$ cat config.mk
export PLATFORM = sky130hd
export DESIGN_NAME = btm_trunc_pipe
export DESIGN_NICKNAME = d
export VERILOG_FILES = /design/src/rtl/btm_pkg.sv /design/src/rtl/btm_pipe_slice.sv /design/src/rtl/btm_trunc_pipe.sv
export SDC_FILE = /design/constraint.sdc
export NUM_CORES = 1
export LEC_CHECK = 0
export BUFFER_PORTS_ARGS = -buffer_cell sky130_fd_sc_hd__buf_2
export CORE_MARGIN = 5
export CORE_UTILIZATION = 65
export CTS_CLUSTER_SIZE = 30
export DETAILED_ROUTE_END_ITERATION = 7
export GPL_ROUTABILITY_DRIVEN = 0
export PLACE_DENSITY = 0.86
export RECOVER_POWER = 25
export SETUP_SLACK_MARGIN = 0.02
export SKIP_CTS_REPAIR_TIMING = 1
export SYNTH_ARGS = -nofsm -noshare
export SYNTH_HDL_FRONTEND = slang
export SYNTH_SLANG_ARGS = --single-unit
$ cat constraint.sdc
create_clock -name clk -period 13.3 [get_ports clk]
set_input_delay 1.995 -clock clk [delete_from_list [all_inputs] [get_ports clk]]
set_output_delay 1.995 -clock clk [all_outputs]
set_load 0.03 [all_outputs]
$ cat src/rtl/btm_pkg.sv
// Shared widths and the reference truncated-multiply function for the
// bio-inspired truncated multiplier family.
package btm_pkg;

    localparam int BWOP_DEF    = 10;
    localparam int NAB_MAX_DEF = 4;

    function automatic int btm_nabw(input int nab_max);
        return (nab_max < 1) ? 1 : $clog2(nab_max + 1);
    endfunction

    localparam int NABW = btm_nabw(NAB_MAX_DEF);
    localparam int BWP  = 2 * BWOP_DEF;

    // Drop n LSBs from each operand, multiply exactly, then restore the
    // magnitude with a 2n left shift.
    function automatic logic [63:0] btm_trunc_mul(input logic [31:0] a,
                                                  input logic [31:0] b,
                                                  input int unsigned n);
        logic [63:0] at;
        logic [63:0] bt;
        at = {32'd0, a >> n};
        bt = {32'd0, b >> n};
        return (at * bt) << (2 * n);
    endfunction

endpackage

$ cat src/rtl/btm_pipe_slice.sv
// One pipeline slice: a valid bit plus a data word, both advancing when adv_in is high.
module btm_pipe_slice #(
    parameter int W = 8
) (
    input  logic         clk,
    input  logic         rst,
    input  logic         adv_in,
    input  logic         valid_in,
    input  logic [W-1:0] data_in,
    output logic         valid,
    output logic [W-1:0] data
);

    always_ff @(posedge clk or posedge rst) begin
        if (rst)
            valid <= 1'b0;
        else if (adv_in)
            valid <= valid_in;
    end

    // Data carries no reset; consumers qualify it with valid.
    always_ff @(posedge clk) begin
        if (adv_in)
            data <= data_in;
    end

endmodule

$ cat src/rtl/btm_trunc_pipe.sv
// Pipelined truncated multiplier with per-transaction truncation depth and
// valid/ready handshakes on both sides.
module btm_trunc_pipe
    import btm_pkg::*;
#(
    parameter int BWOP    = BWOP_DEF,
    parameter int NAB_MAX = NAB_MAX_DEF,
    parameter int STAGES  = 2
) (
    input  logic                         clk,
    input  logic                         rst,
    input  logic                         in_valid,
    output logic                         in_ready,
    input  logic [BWOP-1:0]              a,
    input  logic [BWOP-1:0]              b,
    input  logic [btm_nabw(NAB_MAX)-1:0] nab,
    output logic                         out_valid,
    input  logic                         out_ready,
    output logic [BWOP-1:0]              c,
    output logic [2*BWOP-1:0]            c_full,
    output logic                         busy
);

    localparam int NW = btm_nabw(NAB_MAX);
    localparam int PW = 2 * BWOP;
    localparam int DW = PW + NW;

    logic [STAGES:0]   adv;
    logic [STAGES-1:0] v_in;
    logic [STAGES-1:0] vld;
    logic [DW-1:0]     d_in [STAGES];
    logic [DW-1:0]     d_q  [STAGES];

    logic [NW-1:0]   n_in;
    logic [BWOP-1:0] at_in;
    logic [BWOP-1:0] bt_in;
    logic [PW-1:0]   p_out;
    logic [NW-1:0]   n_out;

    always_comb begin
        n_in  = (nab > NW'(NAB_MAX)) ? NW'(NAB_MAX) : nab;
        at_in = a >> n_in;
        bt_in = b >> n_in;
    end

    assign adv[STAGES] = out_ready;

    // Slices beyond the multiply carry {product, n}; the final 2n shift is
    // applied at the output so n never has to be re-derived.
    genvar k;
    generate
        for (k = 0; k < STAGES; k++) begin : g_stage
            if (k == 0) begin : g_head
                assign v_in[0] = in_valid;
                if (STAGES == 1) begin : g_mul
                    assign d_in[0] = {PW'(at_in) * PW'(bt_in), n_in};
                end else begin : g_opnd
                    assign d_in[0] = {at_in, bt_in, n_in};
                end
            end else if (k == 1) begin : g_mul
                logic [BWOP-1:0] at_s;
                logic [BWOP-1:0] bt_s;
                logic [NW-1:0]   n_s;
                assign {at_s, bt_s, n_s} = d_q[0];
                assign v_in[1] = vld[0];
                assign d_in[1] = {PW'(at_s) * PW'(bt_s), n_s};
            end else begin : g_pass
                assign v_in[k] = vld[k-1];
                assign d_in[k] = d_q[k-1];
            end

            assign adv[k] = !vld[k] || adv[k+1];

            btm_pipe_slice #(.W(DW)) u_slice (
                .clk      (clk),
                .rst      (rst),
                .adv_in   (adv[k]),
                .valid_in (v_in[k]),
                .data_in  (d_in[k]),
                .valid    (vld[k]),
                .data     (d_q[k])
            );
        end
    endgenerate

    always_comb begin
        p_out  = d_q[STAGES-1][DW-1:NW];
        n_out  = d_q[STAGES-1][NW-1:0];
        c_full = vld[STAGES-1] ? (p_out << {n_out, 1'b0}) : '0;
    end

    assign c         = c_full[BWOP-1:0];
    assign out_valid = vld[STAGES-1];
    assign in_ready  = adv[0];
    assign busy      = |vld;

endmodule

==> flow_metrics.py <==
metrics = {
    "detailed_routing": {
        "remaining_drc_errors": 0,
        "final_antenna_net_count": 0,
        "firstDrtPassIters": 6,
        "drt_wl_total_um": 13600,
        "post_drt_wl_per_cell_um": 16.5,
        "via_per_inst": 5.82,
        "detailroute.via_count": 4798,
        "drt_iter0_drc": 331,
    },
    "clock_tree": {
        "tritoncts_num_sinks": 48,
        "cts_root_buffer": "sky130_fd_sc_hd__clkbuf_8",
        "cts_tree": "done",
        "clockBufferDepth": 2,
        "cts_buffers": 5,
        "worst_path_clk_slew_ps": 90,
        "h-tree-depth": 2,
        "clk_latency_ps": 310,
    },
    "global_routing": {
        "global_route.overflow_total": 0,
        "grt_start_max_net_pins": 33,
        "antenna_violations_before_repair": 0,
        "grt_usage_pct": 24.2,
        "number_of_global_route_vias_before_repair": 4831,
        "wire_length_of_the_first_global_routing_pass_um": 22500,
    },
    "synth": {
        "synth_area_leader_cell": "sky130_fd_sc_hd__edfxtp_1",
        "cells_after_synthesis": 667,
        "synth_nets": 811,
        "yosysSeqAreaShare_pct": 22.7,
        "synth_area_leaders": "sky130_fd_sc_hd__edfxtp_1 (22%), sky130_fd_sc_hd__fa_1 (20%), sky130_fd_sc_hd__ha_1 (11%)",
        "synth_async_sr_flop_share_pct": 4.17,
        "synth-main-ff-cell": "sky130_fd_sc_hd__edfxtp_1",
        "yosys_register_bits": 48,
        "synthesis_warnings": 0,
        "syn_area_per_cell_um2": 9.45,
        "post_synth_top_area_share_pct": 21.9,
        "synth_top_cells_by_count": "sky130_fd_sc_hd__inv_1 (74), sky130_fd_sc_hd__and2_1 (72), sky130_fd_sc_hd__nand2_1 (70)",
        "yosysMostFrequentCell": "sky130_fd_sc_hd__inv_1",
        "netlist_area_um2": 6300,
        "unique_cell_type_count_in_the_yosys_netlist": 44,
        "synth_enable_flop_cells": 46,
    },
    "die": {
        "core_area_um2": 9590,
        "start_util_pct": 65.7,
        "die_area_um2": 11800,
        "die-height_um": 108,
        "placement_rows": 36,
        "pin_count": 60,
        "chipWidth_um": 108,
    },
    "layout": {
        "num_antenna_cells": 0,
        "syn_to_final_growth_pct": 4.74,
        "finish.cell_count_without_fillers": 824,
        "fin_nets": 834,
        "share_of_post_route_cells_with_drive_strength_above_1_pct": 12.2,
        "final_core_utilization_pct": 68.8,
        "layout.filler_cells": 716,
        "post_route_standard_cell_area_excluding_fillers_um2": 6600,
    },
    "hold_path": {
        "path_type_of_the_worst_min_delay_path": "flop to flop",
        "worstHoldStart": "g_stage[0].u_slice.data[1]",
        "min_path_cells": 0,
        "worstHoldEndpoint": "g_stage[1].u_slice.data[1]",
    },
    "timing": {
        "fin_hold_ws_ps": 446,
        "fmaxAchievable_mhz": 183,
        "hold_viol_final": 0,
        "grt_setup_unrepaired": "false",
        "worst_slew_pin_tran_ps": 1250,
        "timing.final.max_slew_violations": 0,
        "postLayoutSetupSlackWorst_ps": 7840,
        "slew_headroom_pct": 16.8,
        "final_skew_ps": 6.46,
        "post-route-period-util_pct": 41.0,
        "tns_ps": 0,
        "period_needed_ps": 5460,
        "setup_violations": 0,
    },
    "critical_path": {
        "timing.reg2reg.worst_path_depth": 16,
        "critPathArrivalTime_ps": 3460,
        "worstReg2RegEnd": "g_stage[1].u_slice.data[19]",
        "internal_reg_to_reg_setup_slack_ps": 8330,
        "worstSetupEndpointType": "primary output",
        "setup.worst_path.start_class": "input pin",
        "cp.required_ps": 11310,
        "cp_max_fo": 25,
        "critPathKind": "input pin to primary output",
        "beginning_of_the_worst_register_to_register_path": "g_stage[0].u_slice.data[18]",
    },
    "place": {
        "dpl.hpwl_um": 11100,
        "postPlaceCellArea_um2": 6520,
        "buffers_added_on_ports": 59,
        "post-place-ws_ps": 8390,
        "dpl.cell_count": 816,
    },
    "flow_run": {
        "drv.max_cap_violation_count": 0,
    },
    "power_and_ir_drop": {
        "power_per_standard_cell_area_nw_per_um2": 178,
        "max-vdd-ir-drop_mv": 0.106,
        "power_leakage_nw": 3.20,
        "power.total_mw": 1.17,
    },
    "status": {
        "status": "finished, final reports clean",
    },
}
## how the worst max path moves through the flow
stage	cells past startpoint	from	to
final	4	out_ready	in_ready
after global routing	4	out_ready	in_ready
after CTS	16	g_stage[0].u_slice.data[18]	g_stage[1].u_slice.data[18]
after detailed placement	17	g_stage[0].u_slice.data[5]	g_stage[1].u_slice.data[17]
after global placement	16	g_stage[0].u_slice.data[18]	g_stage[1].u_slice.data[19]
after floorplan	1	out_ready	in_ready
## cells by family after synthesis
| logic type | synth area share (%) |
|---|---|
| AOI/OAI and AO/OA | 8.76 |
| xor gates and xnor gates | 2.36 |
| adders and majority gates | 30.6 |
| buffers and inverters | 8.42 |
| DFF | 22.7 |
| muxes | 8.83 |
| and+or+nand+nor | 18.3 |
## sequential cells by signal, summed over array words and instances, names as in the netlist
| name | flops |
|---|---|
| g_stage.u_slice.valid | 2 |
| g_stage.u_slice.data | 46 |
## layout by cell type, fill, tap and decap left out, types with 4 or more instances in the layout
| master | netlist | routed |
|---|---|---|
| sky130_fd_sc_hd__a211oi_1 | 9 | 9 |
| sky130_fd_sc_hd__a21oi_1 | 32 | 32 |
| sky130_fd_sc_hd__and2_1 | 72 | 70 |
| sky130_fd_sc_hd__and3_1 | 5 | 5 |
| sky130_fd_sc_hd__buf_2 | 7 | 58 |
| sky130_fd_sc_hd__clkbuf_8 | 0 | 5 |
| sky130_fd_sc_hd__edfxtp_1 | 46 | 46 |
| sky130_fd_sc_hd__fa_1 | 62 | 62 |
| sky130_fd_sc_hd__ha_1 | 55 | 55 |
| sky130_fd_sc_hd__inv_1 | 74 | 74 |
| sky130_fd_sc_hd__mux2_2 | 9 | 9 |
| sky130_fd_sc_hd__mux2i_1 | 32 | 32 |
| sky130_fd_sc_hd__mux4_2 | 4 | 4 |
| sky130_fd_sc_hd__nand2_1 | 70 | 70 |
| sky130_fd_sc_hd__nand2b_1 | 4 | 4 |
| sky130_fd_sc_hd__nand3_1 | 10 | 10 |
| sky130_fd_sc_hd__nor2_1 | 30 | 30 |
| sky130_fd_sc_hd__nor2b_1 | 14 | 14 |
| sky130_fd_sc_hd__nor3_1 | 11 | 11 |
| sky130_fd_sc_hd__o211ai_1 | 4 | 4 |
| sky130_fd_sc_hd__o21a_1 | 4 | 4 |
| sky130_fd_sc_hd__o21ai_0 | 21 | 21 |
| sky130_fd_sc_hd__o21ai_1 | 6 | 6 |
| sky130_fd_sc_hd__xnor2_1 | 8 | 8 |
| sky130_fd_sc_hd__xor2_1 | 9 | 9 |
## cell type report
class                      instances  area, um2  area share (%)
multi-input combinational        501       4340            65.8
sequential                        48       1430            21.7
timing repair buffer              60        298            4.51
inverter                          74        278            4.21
tap                              133        166            2.52
clock buffer                       5       68.8            1.04
clock inverter                     3       18.8           0.284
## layer usage
metal	routed length (um)	vias to the layer above	track usage [%]
li1	-	2256	-
met3	704	33	3.58
met5	0	-	0
met1	5260	2329	29.4
met4	391	0	7.66
met2	7240	180	44.0
## power breakdown
part / total [mW] / switching, mW / internal, mW
clock: 0.0855 / 0.0492 / 0.0363
combinational: 0.806 / 0.487 / 0.318
sequential: 0.282 / 0.0486 / 0.233
## worst max-delay path, stage by stage
cell and delay, ps:
sky130_fd_sc_hd__buf_2 80, sky130_fd_sc_hd__nand3b_1 90, sky130_fd_sc_hd__clkbuf_1 920, sky130_fd_sc_hd__buf_2 370
Note: power is estimated with default switching activity, not from simulation.
